<file path="src/rtl/iq_unpack_if.sv">
// ============================================================================
// Module   : iq_unpack_if
// Brief    : Byte-FIFO read port plus I and Q FIFO write ports of iq_unpack.
// Revision : 1.0 - initial release
// ============================================================================
`default_nettype none

interface iq_unpack_if #(
  parameter int DATA_WIDTH = 32,
  parameter int BYTE_WIDTH = 8
);
  logic [BYTE_WIDTH-1:0] in_dout;
  logic                  in_empty;
  logic                  in_rd_en;
  logic [DATA_WIDTH-1:0] i_out;
  logic                  i_wr_en;
  logic                  i_full;
  logic [DATA_WIDTH-1:0] q_out;
  logic                  q_wr_en;
  logic                  q_full;

  modport master (
    input  in_dout, in_empty, i_full, q_full,
    output in_rd_en, i_out, i_wr_en, q_out, q_wr_en
  );

  modport slave (
    output in_dout, in_empty, i_full, q_full,
    input  in_rd_en, i_out, i_wr_en, q_out, q_wr_en
  );
endinterface

`default_nettype wire

</file>
<file path="src/rtl/iq_unpack.sv">
// ============================================================================
// Module   : iq_unpack
// Brief    : Assembles little-endian bytes into dequantized I/Q sample pairs.
//            Optional macro IQ_UNPACK_COUNT_EN adds a 32-bit sample_count port.
// Revision : 1.0 - initial release
// ============================================================================
`default_nettype none

module iq_unpack #(
  parameter int DATA_WIDTH = 32,
  parameter int QUANT_BITS = 10,
  parameter int BYTE_WIDTH = 8
) (
  input  wire logic    clock,
  input  wire logic    reset,
  iq_unpack_if.master  bus
`ifdef IQ_UNPACK_COUNT_EN
  ,
  output logic [31:0]  sample_count
`endif
);

  typedef enum logic [0:0] {
    S_READ  = 1'b0,
    S_WRITE = 1'b1
  } state_t;

  state_t                  r_state;
  state_t                  w_state_next;
  logic [1:0]              r_byte_cnt;
  logic [BYTE_WIDTH-1:0]   r_byte0;
  logic [BYTE_WIDTH-1:0]   r_byte1;
  logic [BYTE_WIDTH-1:0]   r_byte2;
  logic [DATA_WIDTH-1:0]   r_i_out;
  logic [DATA_WIDTH-1:0]   r_q_out;
  logic                    w_pop;
  logic                    w_wr;

  logic signed [2*BYTE_WIDTH-1:0] w_i_raw;
  logic signed [2*BYTE_WIDTH-1:0] w_q_raw;
  logic [DATA_WIDTH-1:0]          w_i_deq;
  logic [DATA_WIDTH-1:0]          w_q_deq;

  // The Q high byte is taken straight from the FIFO head on the final pop.
  assign w_i_raw = {r_byte1, r_byte0};
  assign w_q_raw = {bus.in_dout, r_byte2};
  assign w_i_deq = DATA_WIDTH'(w_i_raw) << QUANT_BITS;
  assign w_q_deq = DATA_WIDTH'(w_q_raw) << QUANT_BITS;

  always_comb begin
    w_state_next = r_state;
    w_pop        = 1'b0;
    w_wr         = 1'b0;
    case (r_state)
      S_READ: begin
        w_pop = reset && !bus.in_empty;
        if (w_pop && (r_byte_cnt == 2'd3)) begin
          w_state_next = S_WRITE;
        end
      end
      S_WRITE: begin
        w_wr = reset && !bus.i_full && !bus.q_full;
        if (w_wr) begin
          w_state_next = S_READ;
        end
      end
      default: w_state_next = S_READ;
    endcase
  end

  always_ff @(posedge clock) begin
    if (!reset) begin
      r_state    <= S_READ;
      r_byte_cnt <= 2'd0;
      r_byte0    <= '0;
      r_byte1    <= '0;
      r_byte2    <= '0;
      r_i_out    <= '0;
      r_q_out    <= '0;
    end else begin
      r_state <= w_state_next;
      if (w_pop) begin
        r_byte_cnt <= r_byte_cnt + 2'd1;
        case (r_byte_cnt)
          2'd0: r_byte0 <= bus.in_dout;
          2'd1: r_byte1 <= bus.in_dout;
          2'd2: r_byte2 <= bus.in_dout;
          default: begin
            r_i_out <= w_i_deq;
            r_q_out <= w_q_deq;
          end
        endcase
      end
    end
  end

  assign bus.in_rd_en = w_pop;
  assign bus.i_wr_en  = w_wr;
  assign bus.q_wr_en  = w_wr;
  assign bus.i_out    = r_i_out;
  assign bus.q_out    = r_q_out;

`ifdef IQ_UNPACK_COUNT_EN
  logic [31:0] r_sample_count;

  always_ff @(posedge clock) begin
    if (!reset) begin
      r_sample_count <= 32'd0;
    end else if (w_wr) begin
      r_sample_count <= r_sample_count + 32'd1;
    end
  end

  assign sample_count = r_sample_count;
`endif

endmodule

`default_nettype wire
</file>
<file path="src/flat_wrapper.sv">
// flat-port wrapper written by rule: the top's interface ports become plain ports
module iq_unpack_flat 
#(
  parameter int DATA_WIDTH = 32,
  parameter int QUANT_BITS = 10,
  parameter int BYTE_WIDTH = 8
)
  (clock, reset, bus_in_dout, bus_in_empty, bus_i_full, bus_q_full, bus_in_rd_en, bus_i_out, bus_i_wr_en, bus_q_out, bus_q_wr_en);
  iq_unpack_if #(.DATA_WIDTH(DATA_WIDTH), .BYTE_WIDTH(BYTE_WIDTH)) bus_i ();
  input  wire logic clock;
  input  wire logic reset;
  input wire logic [$bits(bus_i.in_dout)-1:0] bus_in_dout;
  input wire logic [$bits(bus_i.in_empty)-1:0] bus_in_empty;
  input wire logic [$bits(bus_i.i_full)-1:0] bus_i_full;
  input wire logic [$bits(bus_i.q_full)-1:0] bus_q_full;
  output wire logic [$bits(bus_i.in_rd_en)-1:0] bus_in_rd_en;
  output wire logic [$bits(bus_i.i_out)-1:0] bus_i_out;
  output wire logic [$bits(bus_i.i_wr_en)-1:0] bus_i_wr_en;
  output wire logic [$bits(bus_i.q_out)-1:0] bus_q_out;
  output wire logic [$bits(bus_i.q_wr_en)-1:0] bus_q_wr_en;
  assign bus_i.in_dout = bus_in_dout;
  assign bus_i.in_empty = bus_in_empty;
  assign bus_i.i_full = bus_i_full;
  assign bus_i.q_full = bus_q_full;
  assign bus_in_rd_en = bus_i.in_rd_en;
  assign bus_i_out = bus_i.i_out;
  assign bus_i_wr_en = bus_i.i_wr_en;
  assign bus_q_out = bus_i.q_out;
  assign bus_q_wr_en = bus_i.q_wr_en;
  iq_unpack #(.DATA_WIDTH(DATA_WIDTH), .QUANT_BITS(QUANT_BITS), .BYTE_WIDTH(BYTE_WIDTH)) u_core (.clock(clock), .reset(reset), .bus(bus_i));
endmodule
</file>
<file path="config.mk">
export PLATFORM = sky130hd
export DESIGN_NAME = iq_unpack_flat
export DESIGN_NICKNAME = d
export VERILOG_FILES = /design/src/rtl/iq_unpack_if.sv /design/src/rtl/iq_unpack.sv /design/src/flat_wrapper.sv
export SDC_FILE = /design/constraint.sdc
export NUM_CORES = 1
export LEC_CHECK = 0
export BUFFER_PORTS_ARGS = -buffer_cell sky130_fd_sc_hd__buf_2
export CAP_MARGIN = 20
export CORE_ASPECT_RATIO = 0.7
export CORE_UTILIZATION = 50
export CTS_CLUSTER_DIAMETER = 80
export DETAILED_ROUTE_END_ITERATION = 7
export PLACE_DENSITY = 0.79
export SETUP_SLACK_MARGIN = 0.5
export SYNTH_ARGS = -nofsm -noshare
export SYNTH_HDL_FRONTEND = slang
export SYNTH_SLANG_ARGS = --single-unit
export TNS_END_PERCENT = 30
</file>
<file path="constraint.sdc">
create_clock -name clock -period 1.7 [get_ports clock]
set_clock_uncertainty 0.15 [all_clocks]
set_input_delay 0.085 -clock clock [delete_from_list [all_inputs] [get_ports clock]]
set_output_delay 0.085 -clock clock [all_outputs]
set_load 0.005 [all_outputs]
</file>
==> run metrics <==
status=finished, final reports clean; #FFs+latches synth=59; most frequent cells in the layout=nand2_1 (65), buf_2 (59), dfxtp_1 (56); WHS=0.004516 ns; register area=1192 µm²; clk slew on worst S/H paths=0.06 ns; DP Worst Slack=0.1311 ns; WS Path Type=flop to flop; post-synthesis xor/xnor area fraction=0; Clock Sinks=59; Via-to-Cell Ratio=4.572; Synth Area in Simple Gates=0.1248; mux share of post-synthesis cell area=0.2218; Synth Instances=253; Die ar.=5348 µm²; startpoint types=flop; Setup Viol. Count Final=0; post-route DRC violation count=0; most area-hungry cell type in the Yosys netlist=dfxtp_1; placed instance count=358; critical path fanouts, max=11; Port Buf Inserts=59; final global-route overflow total=0; Fin. Hold Viols=0; std cell rows=21; Synth Area in Adders=0.02475; final wirelength=5244 µm; vias in the first global route=1627; vias=1774; Initial Utilization=0.5256; first-pass GRT wire length=7755 µm; commonest non-fill, non-tap cell in the layout=nand2_1; Max-Cap Viols=0; mapped cell area=2527 µm²; Area contributors post-synth=dfxtp_1 (47%), mux2i_1 (22%), buf_4 (10%); Detail Placement HPWL=3258 µm; CP required=1.80 ns; clk buf depth=2; multi-input logic area=1075 µm²; Synth Area in Compound Gates=0.01188; H-tree levels=3; Die W=86.98 µm; utilization after layout=0.6435; number of fill cells=404; sequential share of the synthesized area=0.4673; worst skew pair latency=0.34 ns; Layout Nets=333; DR pass1 iterations=4; Synth-to-Final Area Change=22.43%; layout cells sized above 1=0.3072; synth warn=0; CP arrival=1.57 ns; DRT iter0 DRCs=93; largest family of logic cells by synthesized area=multiplexers; Core Footprint=4808 µm²; DR WL/cell=13.52 µm; Synth cell types=17; RSZ-0062 raised after global routing=yes; Tcrit/Tclk final=0.8625; number of diodes=0; Placer Congestion=0.8428; Final TNS setup=0 ns; fin cells=388; num ports=80; max-slew violation count=0; HP Class=primary input to flop; Root Driver=clkbuf_8; Setup WS post-layout=0.2337 ns; CTS buffer count=9; peak supply drop=0.0006320 V; gr usage total=0.2027; Worst setup EP type=flop; Pleak=1.467 nW; die height=61.49 µm; Synth top area share=0.4673; PD cells=900.3 nW/µm²; Syn Area/Cell=9.990 µm²; CTS tree=done; Final ANT Viol Nets=0; number of antenna violations at the first check in global routing=0; Max Freq=0.6820 GHz; fin crit period=1.466 ns; largest net degree at the start of global routing=23
## synthesized netlist by cell type
library cell	count
a21oi_1	3
buf_2	5
buf_4	34
buf_6	6
clkbuf_1	4
conb_1	1
dfxtp_1	59
ha_1	5
inv_1	3
mux2i_1	56
nand2_1	65
nor3_1	2
nor3b_1	1
nor3b_2	1
o21ai_0	3
or3_1	1
or3b_1	4
## cells by family (layout without fill, tap and decap cells)
logic type      count (synthesis)  count (layout)
compound gates                  6               6
fa+ha+maj                       5               5
buf+inv                        52              99
flops                          59              59
mux                            56              56
other cells                     1              20
simple gates                   74              74
## routing by layer
metal	up-vias	track usage	share of wire
met2	58	0.3071	0.46
met3	5	0.09115	0.075
li1	892	-	-
met4	0	0.06905	0.0057
met1	819	0.2595	0.46
met5	-	0	0
## flip-flops by register name, summed over array words and instances, names as in the netlist
name	flops
u_core.bus.i_out	16
u_core.bus.q_out	16
u_core.r_byte0	8
u_core.r_byte1	8
u_core.r_byte2	8
u_core.r_byte_cnt	2
u_core.r_state	1
## worst max-delay path: stages, from the launching register on
cell and delay [ns]:
dfxtp_4 0.37, ha_1 0.15, nor3b_4 0.21, buf_4 0.15, buf_12 0.15, mux2i_1 0.21
## report_power, final
part           internal (mW)  switching [mW]
Clock                  0.635           0.515
Combinational         0.0928           0.116
Sequential              1.41          0.0139
## per-stage QoR
stage          power [mW]  instance area, µm²
2_1_floorplan       1.614                2601
3_3_place_gp        1.626                2704
3_5_place_dp        1.633                2704
4_1_cts             2.791                2990
5_1_grt             2.882                3094
6_report            2.786                3094
## worst paths after layout
check | from | to | slack [ns] | cells past startpoint
setup reg to reg | u_core.r_byte_cnt[1] | u_core.bus.q_out[12] | 0.23 | 5
setup / recovery | u_core.r_byte_cnt[1] | u_core.bus.q_out[12] | 0.23 | 5
hold reg to reg | u_core.bus.q_out[13] | u_core.bus.q_out[13] | 0.30 | 2
hold / removal | bus_in_dout[4] | u_core.r_byte1[4] | 0.005 | 3
## final cells by class
type	count	area share
multi-input combinational	161	0.3474
inverter	3	0.003639
timing repair buffer	81	0.1779
clock buffer	13	0.05459
tap	69	0.02790
clock inverter	2	0.003235
sequential	59	0.3854
## repair_timing
action / CTS / global route
endpoints found under the setup margin: 61 / 63
pin swaps: 0 / 0
hold buffers: 7 / 0
endpoints found under the hold margin: 14 / 0
gates cloned: 0 / 2
resized for setup: 7 / 7
buffers inserted: 3 / 3
Power figures use the tool's default switching activity.
